`config.mk`:
```
export PLATFORM = sky130hd
export DESIGN_NAME = md_sched_flat
export DESIGN_NICKNAME = d
export VERILOG_FILES = /design/src/rtl/md_sched_if.sv /design/src/rtl/md_sched.sv /design/src/flat_wrapper.sv
export SDC_FILE = /design/constraint.sdc
export NUM_CORES = 1
export LEC_CHECK = 0
export BUFFER_PORTS_ARGS = -buffer_cell sky130_fd_sc_hd__buf_2
export CAP_MARGIN = 40
export CELL_PAD_IN_SITES_DETAIL_PLACEMENT = 0
export CELL_PAD_IN_SITES_GLOBAL_PLACEMENT = 2
export CORE_MARGIN = 4
export CORE_UTILIZATION = 29
export CTS_CLUSTER_SIZE = 25
export DETAILED_ROUTE_END_ITERATION = 8
export PLACE_DENSITY = 0.95
export REMOVE_ABC_BUFFERS = 1
export SYNTH_ARGS = -nofsm -noshare
export SYNTH_HDL_FRONTEND = slang
export SYNTH_SLANG_ARGS = --single-unit
```
`constraint.sdc`:
```
create_clock -name Clk -period 3.16 [get_ports Clk]
set_input_delay 0.474 -clock Clk [delete_from_list [all_inputs] [get_ports Clk]]
set_output_delay 0.474 -clock Clk [all_outputs]
set_load 0.03 [all_outputs]
```
`src/rtl/md_sched_if.sv`:
```
// Signal bundle between the EX stage, md_sched and the iterative multiply/divide engine.
interface md_sched_if #(
  parameter int OPW = 4
);
  logic [OPW-1:0] Md_op;
  logic           Ex_valid;
  logic           Flush;
  logic [31:0]    Rs_in;
  logic [31:0]    Rt_in;
  logic [31:0]    Res_out;
  logic           Md_stall;
  logic           Eng_start;
  logic [1:0]     Eng_op;
  logic [31:0]    Eng_a;
  logic [31:0]    Eng_b;
  logic           Eng_done;
  logic [31:0]    Eng_hi;
  logic [31:0]    Eng_lo;

  modport slave (
    input  Md_op, Ex_valid, Flush, Rs_in, Rt_in, Eng_done, Eng_hi, Eng_lo,
    output Res_out, Md_stall, Eng_start, Eng_op, Eng_a, Eng_b
  );

  modport master (
    output Md_op, Ex_valid, Flush, Rs_in, Rt_in, Eng_done, Eng_hi, Eng_lo,
    input  Res_out, Md_stall, Eng_start, Eng_op, Eng_a, Eng_b
  );
endinterface

```
`src/rtl/md_sched.sv`:
```
// Multiply/divide scheduler: issues ops to the engine, owns HI/LO, stalls EX on HI/LO hazards.
// MD_NONBLOCK_EN defined: MULT/MULTU/DIV/DIVU issue without stalling EX; undefined: they stall like MUL.
module md_sched #(
  parameter int OPW = 4
) (
  input logic      Clk,
  input logic      Rst,
  md_sched_if.slave md
);

`ifdef MD_NONBLOCK_EN
  localparam bit NONBLOCK = 1'b1;
`else
  localparam bit NONBLOCK = 1'b0;
`endif

  localparam logic [OPW-1:0] OP_DIV   = OPW'(1);
  localparam logic [OPW-1:0] OP_DIVU  = OPW'(2);
  localparam logic [OPW-1:0] OP_MFHI  = OPW'(3);
  localparam logic [OPW-1:0] OP_MFLO  = OPW'(4);
  localparam logic [OPW-1:0] OP_MTHI  = OPW'(5);
  localparam logic [OPW-1:0] OP_MTLO  = OPW'(6);
  localparam logic [OPW-1:0] OP_MUL   = OPW'(7);
  localparam logic [OPW-1:0] OP_MULT  = OPW'(8);
  localparam logic [OPW-1:0] OP_MULTU = OPW'(9);

  typedef enum logic [1:0] {S_IDLE, S_RUN, S_MULDONE} state_t;
  typedef enum logic [1:0] {D_HILO, D_GPR, D_DISCARD} dst_t;

  state_t      state_reg, state_next;
  dst_t        dst_reg, dst_next;
  logic        hold_reg, hold_next;
  logic [31:0] hi_reg, hi_next;
  logic [31:0] lo_reg, lo_next;
  logic [31:0] res_reg, res_next;

  logic        live, kill;
  logic        op_div, op_divu, op_mult, op_multu, op_mul;
  logic        op_mfhi, op_mflo, op_mthi, op_mtlo, op_hilo, op_mf, op_mt;
  logic        stall, start;
  logic [31:0] res_out;
  logic [1:0]  eng_op;

  assign live     = md.Ex_valid & ~md.Flush;
  assign kill     = md.Ex_valid & md.Flush;
  assign op_div   = (md.Md_op == OP_DIV);
  assign op_divu  = (md.Md_op == OP_DIVU);
  assign op_mfhi  = (md.Md_op == OP_MFHI);
  assign op_mflo  = (md.Md_op == OP_MFLO);
  assign op_mthi  = (md.Md_op == OP_MTHI);
  assign op_mtlo  = (md.Md_op == OP_MTLO);
  assign op_mul   = (md.Md_op == OP_MUL);
  assign op_mult  = (md.Md_op == OP_MULT);
  assign op_multu = (md.Md_op == OP_MULTU);
  assign op_hilo  = op_div | op_divu | op_mult | op_multu;
  assign op_mf    = op_mfhi | op_mflo;
  assign op_mt    = op_mthi | op_mtlo;

  always_comb begin
    eng_op = 2'b10;
    if (op_div)        eng_op = 2'b00;
    else if (op_divu)  eng_op = 2'b01;
    else if (op_multu) eng_op = 2'b11;
  end

  // hold_reg marks a blocking-mode HI/LO op still waiting in EX for its release cycle.
  always_comb begin
    state_next = state_reg;
    dst_next   = dst_reg;
    hold_next  = hold_reg;
    hi_next    = hi_reg;
    lo_next    = lo_reg;
    res_next   = res_reg;
    stall      = 1'b0;
    start      = 1'b0;
    res_out    = 32'h0;
    case (state_reg)
      S_IDLE: begin
        if (live) begin
          if (op_mul) begin
            start      = 1'b1;
            stall      = 1'b1;
            state_next = S_RUN;
            dst_next   = D_GPR;
            hold_next  = 1'b0;
          end else if (op_hilo) begin
            start      = 1'b1;
            stall      = !NONBLOCK;
            state_next = S_RUN;
            dst_next   = D_HILO;
            hold_next  = !NONBLOCK;
          end else if (op_mthi) begin
            hi_next = md.Rs_in;
          end else if (op_mtlo) begin
            lo_next = md.Rs_in;
          end else if (op_mfhi) begin
            res_out = hi_reg;
          end else if (op_mflo) begin
            res_out = lo_reg;
          end
        end
      end
      S_RUN: begin
        if (live && (op_mul || op_hilo || op_mf || op_mt)) stall = 1'b1;
        // A killed EX op in RUN is the waiting issuer; HI/LO ops still complete.
        if (kill) begin
          hold_next = 1'b0;
          if (dst_reg == D_GPR) dst_next = D_DISCARD;
        end
        if (md.Eng_done) begin
          case (dst_next)
            D_HILO: begin
              hi_next    = md.Eng_hi;
              lo_next    = md.Eng_lo;
              state_next = hold_next ? S_MULDONE : S_IDLE;
            end
            D_GPR: begin
              res_next   = md.Eng_lo;
              state_next = S_MULDONE;
            end
            default: state_next = S_IDLE;
          endcase
        end
      end
      S_MULDONE: begin
        if (dst_reg == D_GPR) res_out = res_reg;
        hold_next  = 1'b0;
        state_next = S_IDLE;
      end
      default: state_next = S_IDLE;
    endcase
  end

  always_ff @(posedge Clk) begin
    if (Rst) begin
      state_reg <= S_IDLE;
      dst_reg   <= D_HILO;
      hold_reg  <= 1'b0;
      hi_reg    <= 32'h0;
      lo_reg    <= 32'h0;
      res_reg   <= 32'h0;
    end else begin
      state_reg <= state_next;
      dst_reg   <= dst_next;
      hold_reg  <= hold_next;
      hi_reg    <= hi_next;
      lo_reg    <= lo_next;
      res_reg   <= res_next;
    end
  end

  assign md.Res_out   = res_out;
  assign md.Md_stall  = stall;
  assign md.Eng_start = start;
  assign md.Eng_op    = eng_op;
  assign md.Eng_a     = md.Rs_in;
  assign md.Eng_b     = md.Rt_in;

endmodule

```
`src/flat_wrapper.sv`:
```
// flat-port wrapper written by rule: the top's interface ports become plain ports
module md_sched_flat 
#(
  parameter int OPW = 4
)
  (Clk, Rst, md_Md_op, md_Ex_valid, md_Flush, md_Rs_in, md_Rt_in, md_Eng_done, md_Eng_hi, md_Eng_lo, md_Res_out, md_Md_stall, md_Eng_start, md_Eng_op, md_Eng_a, md_Eng_b);
  md_sched_if #(.OPW(OPW)) md_i ();
  input logic Clk;
  input logic Rst;
  input wire logic [$bits(md_i.Md_op)-1:0] md_Md_op;
  input wire logic [$bits(md_i.Ex_valid)-1:0] md_Ex_valid;
  input wire logic [$bits(md_i.Flush)-1:0] md_Flush;
  input wire logic [$bits(md_i.Rs_in)-1:0] md_Rs_in;
  input wire logic [$bits(md_i.Rt_in)-1:0] md_Rt_in;
  input wire logic [$bits(md_i.Eng_done)-1:0] md_Eng_done;
  input wire logic [$bits(md_i.Eng_hi)-1:0] md_Eng_hi;
  input wire logic [$bits(md_i.Eng_lo)-1:0] md_Eng_lo;
  output wire logic [$bits(md_i.Res_out)-1:0] md_Res_out;
  output wire logic [$bits(md_i.Md_stall)-1:0] md_Md_stall;
  output wire logic [$bits(md_i.Eng_start)-1:0] md_Eng_start;
  output wire logic [$bits(md_i.Eng_op)-1:0] md_Eng_op;
  output wire logic [$bits(md_i.Eng_a)-1:0] md_Eng_a;
  output wire logic [$bits(md_i.Eng_b)-1:0] md_Eng_b;
  assign md_i.Md_op = md_Md_op;
  assign md_i.Ex_valid = md_Ex_valid;
  assign md_i.Flush = md_Flush;
  assign md_i.Rs_in = md_Rs_in;
  assign md_i.Rt_in = md_Rt_in;
  assign md_i.Eng_done = md_Eng_done;
  assign md_i.Eng_hi = md_Eng_hi;
  assign md_i.Eng_lo = md_Eng_lo;
  assign md_Res_out = md_i.Res_out;
  assign md_Md_stall = md_i.Md_stall;
  assign md_Eng_start = md_i.Eng_start;
  assign md_Eng_op = md_i.Eng_op;
  assign md_Eng_a = md_i.Eng_a;
  assign md_Eng_b = md_i.Eng_b;
  md_sched #(.OPW(OPW)) u_core (.Clk(Clk), .Rst(Rst), .md(md_i));
endmodule
```
==> results.json, run 1 <==
{
  "cap_violations": 0,
  "final_layout_size_suffix_gt1_frac": 0.288,
  "wl_um": 18000,
  "coreArea_um2": 19500,
  "p_seq_frac": 0.455,
  "syn_inst": 689,
  "io_buffers": 172,
  "fp.dieH_um": 149,
  "yosysWarningCount": 0,
  "min_period_over_period": 0.874,
  "power_frac_comb": 0.164,
  "cts.sinks": 101,
  "power_w": 0.00298,
  "p_switching_w": 0.000810,
  "drtIter0Drc": 281,
  "startpoint_type": "flop",
  "grt_pass1_wl_um": 28000,
  "gr-total-overflow": 0,
  "finalCriticalPeriod_ns": 2.76,
  "hold_path_class": "in -> reg",
  "busiest_layer": "met2",
  "cts_tree": "built",
  "diodes": 0,
  "design.die.area_um2": 22100,
  "dpl.cell_count": 1016,
  "h-tree-depth": 3,
  "via_count": 5182,
  "timing.slew.headroom": 0.555,
  "globalRouteTotalUtil": 0.160,
  "finalHoldViolCount": 0,
  "async_flop_share": 0,
  "grt_util_met3": 0.0506,
  "post_drt_wl_per_cell_um": 17.4,
  "synthFlopType": "dfxtp_1",
  "cts_root_buf": "clkbuf_16",
  "grt_pass1_vias": 5058,
  "ios": 237,
  "rsz0062_at_grt": "false",
  "cts_resized": 0,
  "cts_max_path_buffers": 2,
  "synthTopCellsByArea": "dfxtp_1 (35%), mux2i_1 (11%), buf_4 (10%), a21oi_1 (8.7%), a211oi_1 (8.6%)",
  "setup_tns_ns": 0,
  "postRouteAntennaNets": 0,
  "internal-power_w": 0.00217,
  "grt_max_degree": 58,
  "synth_cell_types": 44,
  "cts.hold.buffers_added": 0,
  "viasPerCell": 5.02,
  "synth_top_area_frac": 0.352,
  "maxClockFrequency_mhz": 362,
  "yosysTopAreaCell": "dfxtp_1",
  "place_area_um2": 6340,
  "report.final.setup_viol": 0,
  "crit_path_max_fanout": 16,
  "multiInputGateArea_um2": 2920,
  "stdcell_count": 1032,
  "clkTransAtPathRegs_ns": 0.07,
  "use_met1": 0.215,
  "place_hpwl_um": 12600,
  "synth.avg_cell_area_um2": 8.33,
  "synth_seq_cells": 101,
  "outcome": "complete, no violations",
  "setup_ws_ns": 0.399,
  "antenna_found_initial": 0,
  "power_frac_clock": 0.381,
  "fillers": 2088,
  "drt_first_pass_iters": 5,
  "syn_to_final_growth_pct": 15.7,
  "tightest_slew_ns": 0.664,
  "gp_congestion": 0.786,
  "peakVddDrop_mv": 0.230,
  "met2_usage": 0.255,
  "place_ws_ns": 0.539,
  "initial_core_util": 0.295,
  "final_max_slew_viol_count": 0,
  "power_density_nw_per_um2": 449,
  "cp.arrival_ns": 2.29,
  "crit_required_ns": 2.69,
  "p_leak_nw": 2.36,
  "syn-cell-area_um2": 5740,
  "finalNetCount": 903,
  "drc": 0,
  "crit_type": "reg -> out",
  "fin_skew_ns": 0.00619,
  "rows": 51,
  "cts_inserted_buffers": 9,
  "worstSetupEndpointType": "output pin",
  "die_w_um": 149,
  "seq_area_frac_synth": 0.352,
  "design_area_um2": 6640,
  "register_area_um2": 2020,
  "clk-insertion-delay-late_ns": 0.35,
  "p_sw_frac": 0.272,
  "synth_edf_count": 0,
  "postCtsSetupBuffers": 0
}
[layout make-up]
class	instances	share of cell area
multi-input combinational	454	0.440
sequential	101	0.304
timing repair buffer	191	0.157
tap	265	0.0499
clock buffer	13	0.0392
clock inverter	3	0.00659
inverter	5	0.00283
[layout by cell type, fill, tap and decap left out, types with 3 or more instances in the layout]
cell type,n
nor2_1,5
mux2i_1,64
a22oi_1,32
nor2b_1,6
o21ai_0,14
clkbuf_16,9
inv_1,3
buf_2,171
a21oi_1,100
buf_4,17
ha_1,3
nand2_1,102
a211oi_1,66
buf_12,3
nor3_1,3
dfxtp_1,101
o21ai_1,21
[Yosys cell counts (3+ instances only)]
cell	count
nand2_1	102
dfxtp_1	101
a21oi_1	100
buf_4	79
a211oi_1	66
mux2i_1	64
a22oi_1	32
clkbuf_1	27
buf_2	22
o21ai_1	21
o21ai_0	14
nor2_1	6
nor2b_1	6
ha_1	4
nor3_1	4
inv_1	3
[through the flow]
step           hold slack (ns)   util
2_1_floorplan            0.431      -
3_3_place_gp             0.443  0.326
3_5_place_dp             0.447  0.326
4_1_cts                  0.358  0.341
5_1_grt                  0.366  0.341
6_report                 0.371  0.341
[final timing paths]
path | startpoint | to | slack (ns) | depth (start not counted)
setup / recovery | u_core.state_reg[1]$_SDFFE_PP0P_ | md_Res_out[17] | 0.40 | 6
hold reg to reg | u_core.res_reg[5]$_SDFFE_PP0P_ | u_core.res_reg[5]$_SDFFE_PP0P_ | 0.46 | 2
setup reg to reg | u_core.state_reg[1]$_SDFFE_PP0P_ | u_core.lo_reg[18]$_SDFFE_PP0P_ | 0.82 | 7
hold / removal | md_Eng_lo[29] | u_core.res_reg[29]$_SDFFE_PP0P_ | 0.37 | 3
[logic make-up (layout without fill, tap and decap cells)]
family	count (synthesis)	after routing	synth area share
XOR/XNOR	1	1	0.00153
AO/OA/AOI/OAI	249	249	0.276
buffers and inverters	134	212	0.145
adder cells (fa/ha/maj)	4	4	0.00872
AND/OR/NAND/NOR	136	136	0.105
multiplexers	64	64	0.112
flip-flops	101	101	0.352
[power groups by stage]
stage	logic [W]	registers (W)	clock network [W]
floorplan	0.000232	0.00138	0
global placement	0.000491	0.00138	0
detailed placement	0.000496	0.00138	0
CTS	0.000496	0.00136	0.00116
global route	0.000539	0.00136	0.00120
finish	0.000490	0.00136	0.00114
[critical path, cell delays in order, from the launching register on]
cell and delay (ns):
dfxtp_1 0.33, inv_1 0.13, ha_1 0.55, o211ai_1 0.21, buf_4 0.26, o21ai_0 0.22, buf_2 0.23
[layer usage]
metal  part of all wire  vias to the layer above
li1                   -                     2566
met1               0.44                     2402
met2               0.47                      204
met3              0.082                       10
met4             0.0082                        0
met5                  0                        -
Note: power is estimated with default switching activity, not from simulation.
==> inputs of run 2 (changes only) <==
--- a/config.mk
+++ b/config.mk
@@ -5,14 +5,14 @@
 export SDC_FILE = /design/constraint.sdc
 export NUM_CORES = 1
 export LEC_CHECK = 0
-export BUFFER_PORTS_ARGS = -buffer_cell sky130_fd_sc_hd__buf_2
 export CAP_MARGIN = 40
 export CELL_PAD_IN_SITES_DETAIL_PLACEMENT = 0
 export CELL_PAD_IN_SITES_GLOBAL_PLACEMENT = 2
 export CORE_MARGIN = 4
-export CORE_UTILIZATION = 29
+export CORE_UTILIZATION = 38
 export CTS_CLUSTER_SIZE = 25
 export DETAILED_ROUTE_END_ITERATION = 8
+export DONT_BUFFER_PORTS = 1
 export PLACE_DENSITY = 0.95
 export REMOVE_ABC_BUFFERS = 1
 export SYNTH_ARGS = -nofsm -noshare
==> run 2 against run 1 <==
- cell area fell by 12%
- utilization grew 5.6 points
- global-route usage is 3.9 points higher
- largest cell class unchanged
- hold slack got worse by 0.18 ns
- critical endpoint is now md_Res_out[9]
- clock skew is 0.00091 ns lower
- largest power group unchanged
- power shrank 4.3%
- sequential share of layout area grew 4.3 points
- first-iteration DRC count up 2.8%
- non-clock buffer count decreased by 154
- sequential cell count unchanged
- die area shrank 22%
- via count decreased by 6.6%
==> results.json, run 2 (synthesis results as in run 1) <==
{
  "final_cell_mix": "nand2_1 (102), dfxtp_1 (101), a21oi_1 (100), a211oi_1 (66), mux2i_1 (64)",
  "post_drt_wl_per_cell_um": 21.9,
  "finalHoldViolCount": 0,
  "hold_path_class": "in -> reg",
  "register_area_um2": 2020,
  "cts.hold.buffers_added": 0,
  "p_leak_nw": 1.73,
  "finalNetCount": 749,
  "rsz0062_at_grt": "false",
  "layout_commonest_cell": "nand2_1",
  "maxClockFrequency_mhz": 391,
  "postCtsSetupBuffers": 0,
  "cap_violations": 0,
  "wl_um": 17400,
  "startpoint_type": "flop",
  "cp.arrival_ns": 2.08,
  "initial_core_util": 0.392,
  "syn_to_final_growth_pct": 1.42,
  "final_max_slew_viol_count": 0,
  "fin_util": 0.398,
  "diodes": 0,
  "gr-total-overflow": 0,
  "cts_root_buf": "clkbuf_16",
  "power_density_nw_per_um2": 490,
  "grt_pass1_wl_um": 26100,
  "fillers": 1502,
  "antenna_found_initial": 0,
  "worstSetupEndpointType": "output pin",
  "drc": 0,
  "via_count": 4838,
  "grt_max_degree": 103,
  "place_hpwl_um": 11500,
  "dpl.cell_count": 781,
  "crit_type": "reg -> out",
  "final_layout_size_suffix_gt1_frac": 0.109,
  "min_period_over_period": 0.809,
  "crit_required_ns": 2.69,
  "setup_tns_ns": 0,
  "timing.slew.headroom": 0.555,
  "multiInputGateArea_um2": 2920,
  "fp.dieH_um": 131,
  "coreArea_um2": 14600,
  "ios": 237,
  "stdcell_count": 796,
  "cts_max_path_buffers": 2,
  "postRouteAntennaNets": 0,
  "cts_resized": 0,
  "peakVddDrop_mv": 0.272,
  "rows": 44,
  "power_w": 0.00286,
  "outcome": "complete, no violations",
  "design.die.area_um2": 17100,
  "gp_congestion": 0.786,
  "h-tree-depth": 3,
  "reg2reg_slack_ns": 0.86,
  "grt_pass1_vias": 4658,
  "die_w_um": 131,
  "clk-insertion-delay-late_ns": 0.35,
  "viasPerCell": 6.08,
  "drtIter0Drc": 289,
  "tightest_slew_ns": 0.670,
  "io_buffers": 0,
  "drt_first_pass_iters": 5,
  "cts.sinks": 101,
  "finalCriticalPeriod_ns": 2.56,
  "cts_tree": "built",
  "globalRouteTotalUtil": 0.199,
  "cts_inserted_buffers": 9,
  "crit_path_max_fanout": 19,
  "fin_skew_ns": 0.00528,
  "clkTransAtPathRegs_ns": 0.06,
  "report.final.setup_viol": 0
}
==> run 2: cell count changes in the layout (fill, tap and decap cells not counted) <==
| cell | delta |
|---|---|
| buf_2 | -171 |
| clkbuf_1 | -1 |
| clkbuf_8 | -1 |
| clkinv_4 | -1 |
| buf_4 | +17 |
| bufinv_16 | +1 |
| clkinvlp_4 | +1 |
==> run 2: per-stage QoR <==
step                      hold WS, ns  cell area [µm²]  setup WS (ns)
after CTS                       0.183             5820          0.572
after floorplan                 0.431             4930          -1.93
after global routing            0.193             5820          0.466
final                           0.196             5820          0.603
after global placement          0.436             5510          0.804
after detailed placement        0.441             5510          0.757
==> run 2: final timing paths <==
check                                                 startpoint                              end  cells after the start
worst max register to register  u_core.state_reg[0]$_SDFFE_PP0P_    u_core.hi_reg[5]$_SDFFE_PP0P_                      8
worst min-delay path                                         Rst  u_core.res_reg[19]$_SDFFE_PP0P_                      1
worst min register to register   u_core.res_reg[19]$_SDFFE_PP0P_  u_core.res_reg[19]$_SDFFE_PP0P_                      2
worst max-delay path            u_core.state_reg[0]$_SDFFE_PP0P_                    md_Res_out[9]                      7
==> run 2: power by group <==
part	leakage [nW]	switching [W]	internal [W]
sequential	0.819	0.0000313	0.00133
combinational	0.755	0.000187	0.000124
clock	0.152	0.000474	0.000710
==> run 2: area by class of cell <==
class | count | share of cell area
inverters | 5 | 0.00322
flip-flops and latches | 101 | 0.347
well taps | 184 | 0.0395
repair buffers | 37 | 0.0541
clock inverters | 4 | 0.0125
multi-input cells | 454 | 0.502
clock buffers | 11 | 0.0417
==> run 2: critical path, cell delays in order, from the launching register on <==
cell	delay, ns
dfxtp_1	0.36
inv_1	0.10
ha_1	0.17
nand2_1	0.09
nor2_4	0.38
buf_12	0.23
nand2_1	0.07
o21ai_1	0.33
==> run 2: metal layers <==
metal | global-route usage | wire length [µm]
met1 | 0.276 | 7630
met2 | 0.287 | 7670
met3 | 0.0776 | 1870
met4 | 0.0557 | 236
met5 | 0.0176 | 0
==> inputs of run 3 (changes only) <==
--- a/config.mk
+++ b/config.mk
@@ -9,11 +9,11 @@
 export CELL_PAD_IN_SITES_DETAIL_PLACEMENT = 0
 export CELL_PAD_IN_SITES_GLOBAL_PLACEMENT = 2
 export CORE_MARGIN = 4
-export CORE_UTILIZATION = 38
+export CORE_UTILIZATION = 35
 export CTS_CLUSTER_SIZE = 25
 export DETAILED_ROUTE_END_ITERATION = 8
 export DONT_BUFFER_PORTS = 1
-export PLACE_DENSITY = 0.95
+export PLACE_DENSITY = 0.9
 export REMOVE_ABC_BUFFERS = 1
 export SYNTH_ARGS = -nofsm -noshare
 export SYNTH_HDL_FRONTEND = slang
==> constraint.sdc (replaced) <==
create_clock -name Clk -period 2.5 [get_ports Clk]
set_input_delay 0.375 -clock Clk [delete_from_list [all_inputs] [get_ports Clk]]
set_output_delay 0.375 -clock Clk [all_outputs]
set_load 0.03 [all_outputs]
==> run 3 against run 2 <==
- clock skew increased by 0.0010 ns
- clock power increased by 14%
- via count increased by 0.52%
- sequential cell count unchanged
- combinational power increased by 30%
- wire length increased by 0.13%
- setup slack got worse by 0.41 ns
- global-route usage decreased by 1.5 points
==> results.json, run 3 (synthesis results as in run 1) <==
{
  "drc": 0,
  "cts.sinks": 101,
  "viasPerCell": 5.73,
  "grt_pass1_wl_um": 26400,
  "p_sw_frac": 0.258,
  "crit_type": "reg -> out",
  "globalRouteTotalUtil": 0.185,
  "post_drt_wl_per_cell_um": 20.6,
  "final_cell_mix": "nand2_1 (102), dfxtp_1 (101), a21oi_1 (100), a211oi_1 (66), mux2i_1 (64)",
  "diodes": 0,
  "crit_required_ns": 2.12,
  "p_leak_nw": 1.81,
  "worstSetupEndpointType": "output pin",
  "syn_to_final_growth_pct": 4.45,
  "p_switching_w": 0.000894,
  "drt_first_pass_iters": 5,
  "final_max_slew_viol_count": 0,
  "grt_pass1_vias": 4721,
  "design.die.area_um2": 18500,
  "power_frac_comb": 0.117,
  "power_frac_clock": 0.388,
  "power_w": 0.00346,
  "p_seq_frac": 0.495,
  "finalCriticalPeriod_ns": 2.31,
  "cap_violations": 0,
  "drtIter0Drc": 317,
  "fin_skew_ns": 0.00629,
  "via_count": 4863,
  "power_density_nw_per_um2": 578,
  "cts.hold.buffers_added": 0,
  "tightest_slew_ns": 0.682,
  "io_buffers": 0,
  "cts_root_buf": "clkbuf_16",
  "fin_util": 0.375,
  "report.final.setup_viol": 0,
  "reg2reg_slack_ns": 0.36,
  "timing.slew.headroom": 0.542,
  "postRouteAntennaNets": 0,
  "gr-total-overflow": 0,
  "h-tree-depth": 3,
  "finalNetCount": 768,
  "initial_core_util": 0.359,
  "ios": 237,
  "grt_max_degree": 103,
  "internal-power_w": 0.00257,
  "cts_tree": "built",
  "final_layout_size_suffix_gt1_frac": 0.138,
  "dpl.cell_count": 827,
  "crit_path_max_fanout": 16,
  "min_period_over_period": 0.922,
  "antenna_found_initial": 0,
  "layout_commonest_cell": "nand2_1",
  "clk-insertion-delay-late_ns": 0.34,
  "startpoint_type": "flop",
  "gp_congestion": 0.802,
  "cts_max_path_buffers": 2,
  "rows": 46,
  "coreArea_um2": 16000,
  "setup_tns_ns": 0,
  "multiInputGateArea_um2": 2930,
  "fp.dieH_um": 136,
  "cts_inserted_buffers": 9,
  "maxClockFrequency_mhz": 434,
  "outcome": "complete, no violations",
  "place_hpwl_um": 11900,
  "finalHoldViolCount": 0,
  "cp.arrival_ns": 1.93,
  "die_w_um": 136,
  "clkTransAtPathRegs_ns": 0.07,
  "hold_path_class": "in -> reg",
  "wl_um": 17400,
  "register_area_um2": 2020,
  "fillers": 1676,
  "stdcell_count": 848,
  "peakVddDrop_mv": 0.310,
  "rsz0062_at_grt": "false"
}
run 3: cell types whose count changed in the layout (fill, tap and decap cells not counted), sizes merged:
| cell | delta |
|---|---|
| clkinv | +1 |
| buf | +18 |
| inv | +1 |
| bufinv | -2 |
| clkinvlp | +1 |
| nor2 | +1 |
run 3: power groups by stage:
stage	combinational [W]	clock [W]	sequential (W)
detailed placement	0.000403	0	0.00175
floorplan	0.000293	0	0.00174
global placement	0.000392	0	0.00175
finish	0.000406	0.00134	0.00172
CTS	0.000405	0.00139	0.00171
global route	0.000448	0.00145	0.00172
run 3: worst paths after layout:
check | from | endpoint | depth (start not counted)
worst min-delay path | Rst | u_core.res_reg[23]$_SDFFE_PP0P_ | 1
worst max register to register | u_core.state_reg[1]$_SDFFE_PP0P_ | u_core.state_reg[1]$_SDFFE_PP0P_ | 7
worst max-delay path | u_core.state_reg[1]$_SDFFE_PP0P_ | md_Res_out[13] | 6
worst min register to register | u_core.res_reg[9]$_SDFFE_PP0P_ | u_core.res_reg[9]$_SDFFE_PP0P_ | 2
run 3: per-layer routing:
| metal | vias up | wire (µm) | global-route usage |
|---|---|---|---|
| met5 | - | 0 | 0 |
| met4 | 0 | 210 | 0.0526 |
| met3 | 13 | 1880 | 0.0725 |
| met2 | 275 | 7680 | 0.273 |
| met1 | 2284 | 7660 | 0.250 |
| li1 | 2291 | - | - |
run 3: cell type report:
| cell class | instances | share of cell area |
|---|---|---|
| Clock inverter | 5 | 0.00563 |
| Multi-Input combinational cell | 455 | 0.489 |
| Inverter | 5 | 0.00313 |
| Timing Repair Buffer | 55 | 0.0778 |
| Sequential cell | 101 | 0.337 |
| Clock buffer | 11 | 0.0421 |
| Tap cell | 216 | 0.0451 |
run 3: critical path, stage by stage (launching register included):
cell	delay [ns]
dfxtp_1	0.33
inv_1	0.13
ha_2	0.24
o211ai_1	0.23
buf_6	0.25
o21ai_0	0.20
buf_4	0.19
run 3: timing repair:
action | CTS | global route
gates resized for setup | 1 | 2
gates cloned | 1 | 0
pin swaps | 0 | 2
setup buffers | 1 | 3
setup endpoints to repair | 31 | 32
run 3: metrics by stage:
| stage | worst slack [ns] | area (µm²) | hold slack, ns |
|---|---|---|---|
| after floorplan | -2.59 | 4930 | 0.431 |
| after global placement | 0.260 | 5650 | 0.438 |
| after detailed placement | 0.230 | 5650 | 0.441 |
| after CTS | 0.00353 | 5960 | 0.0838 |
| after global routing | 0.0233 | 6000 | 0.0745 |
| final | 0.194 | 6000 | 0.104 |
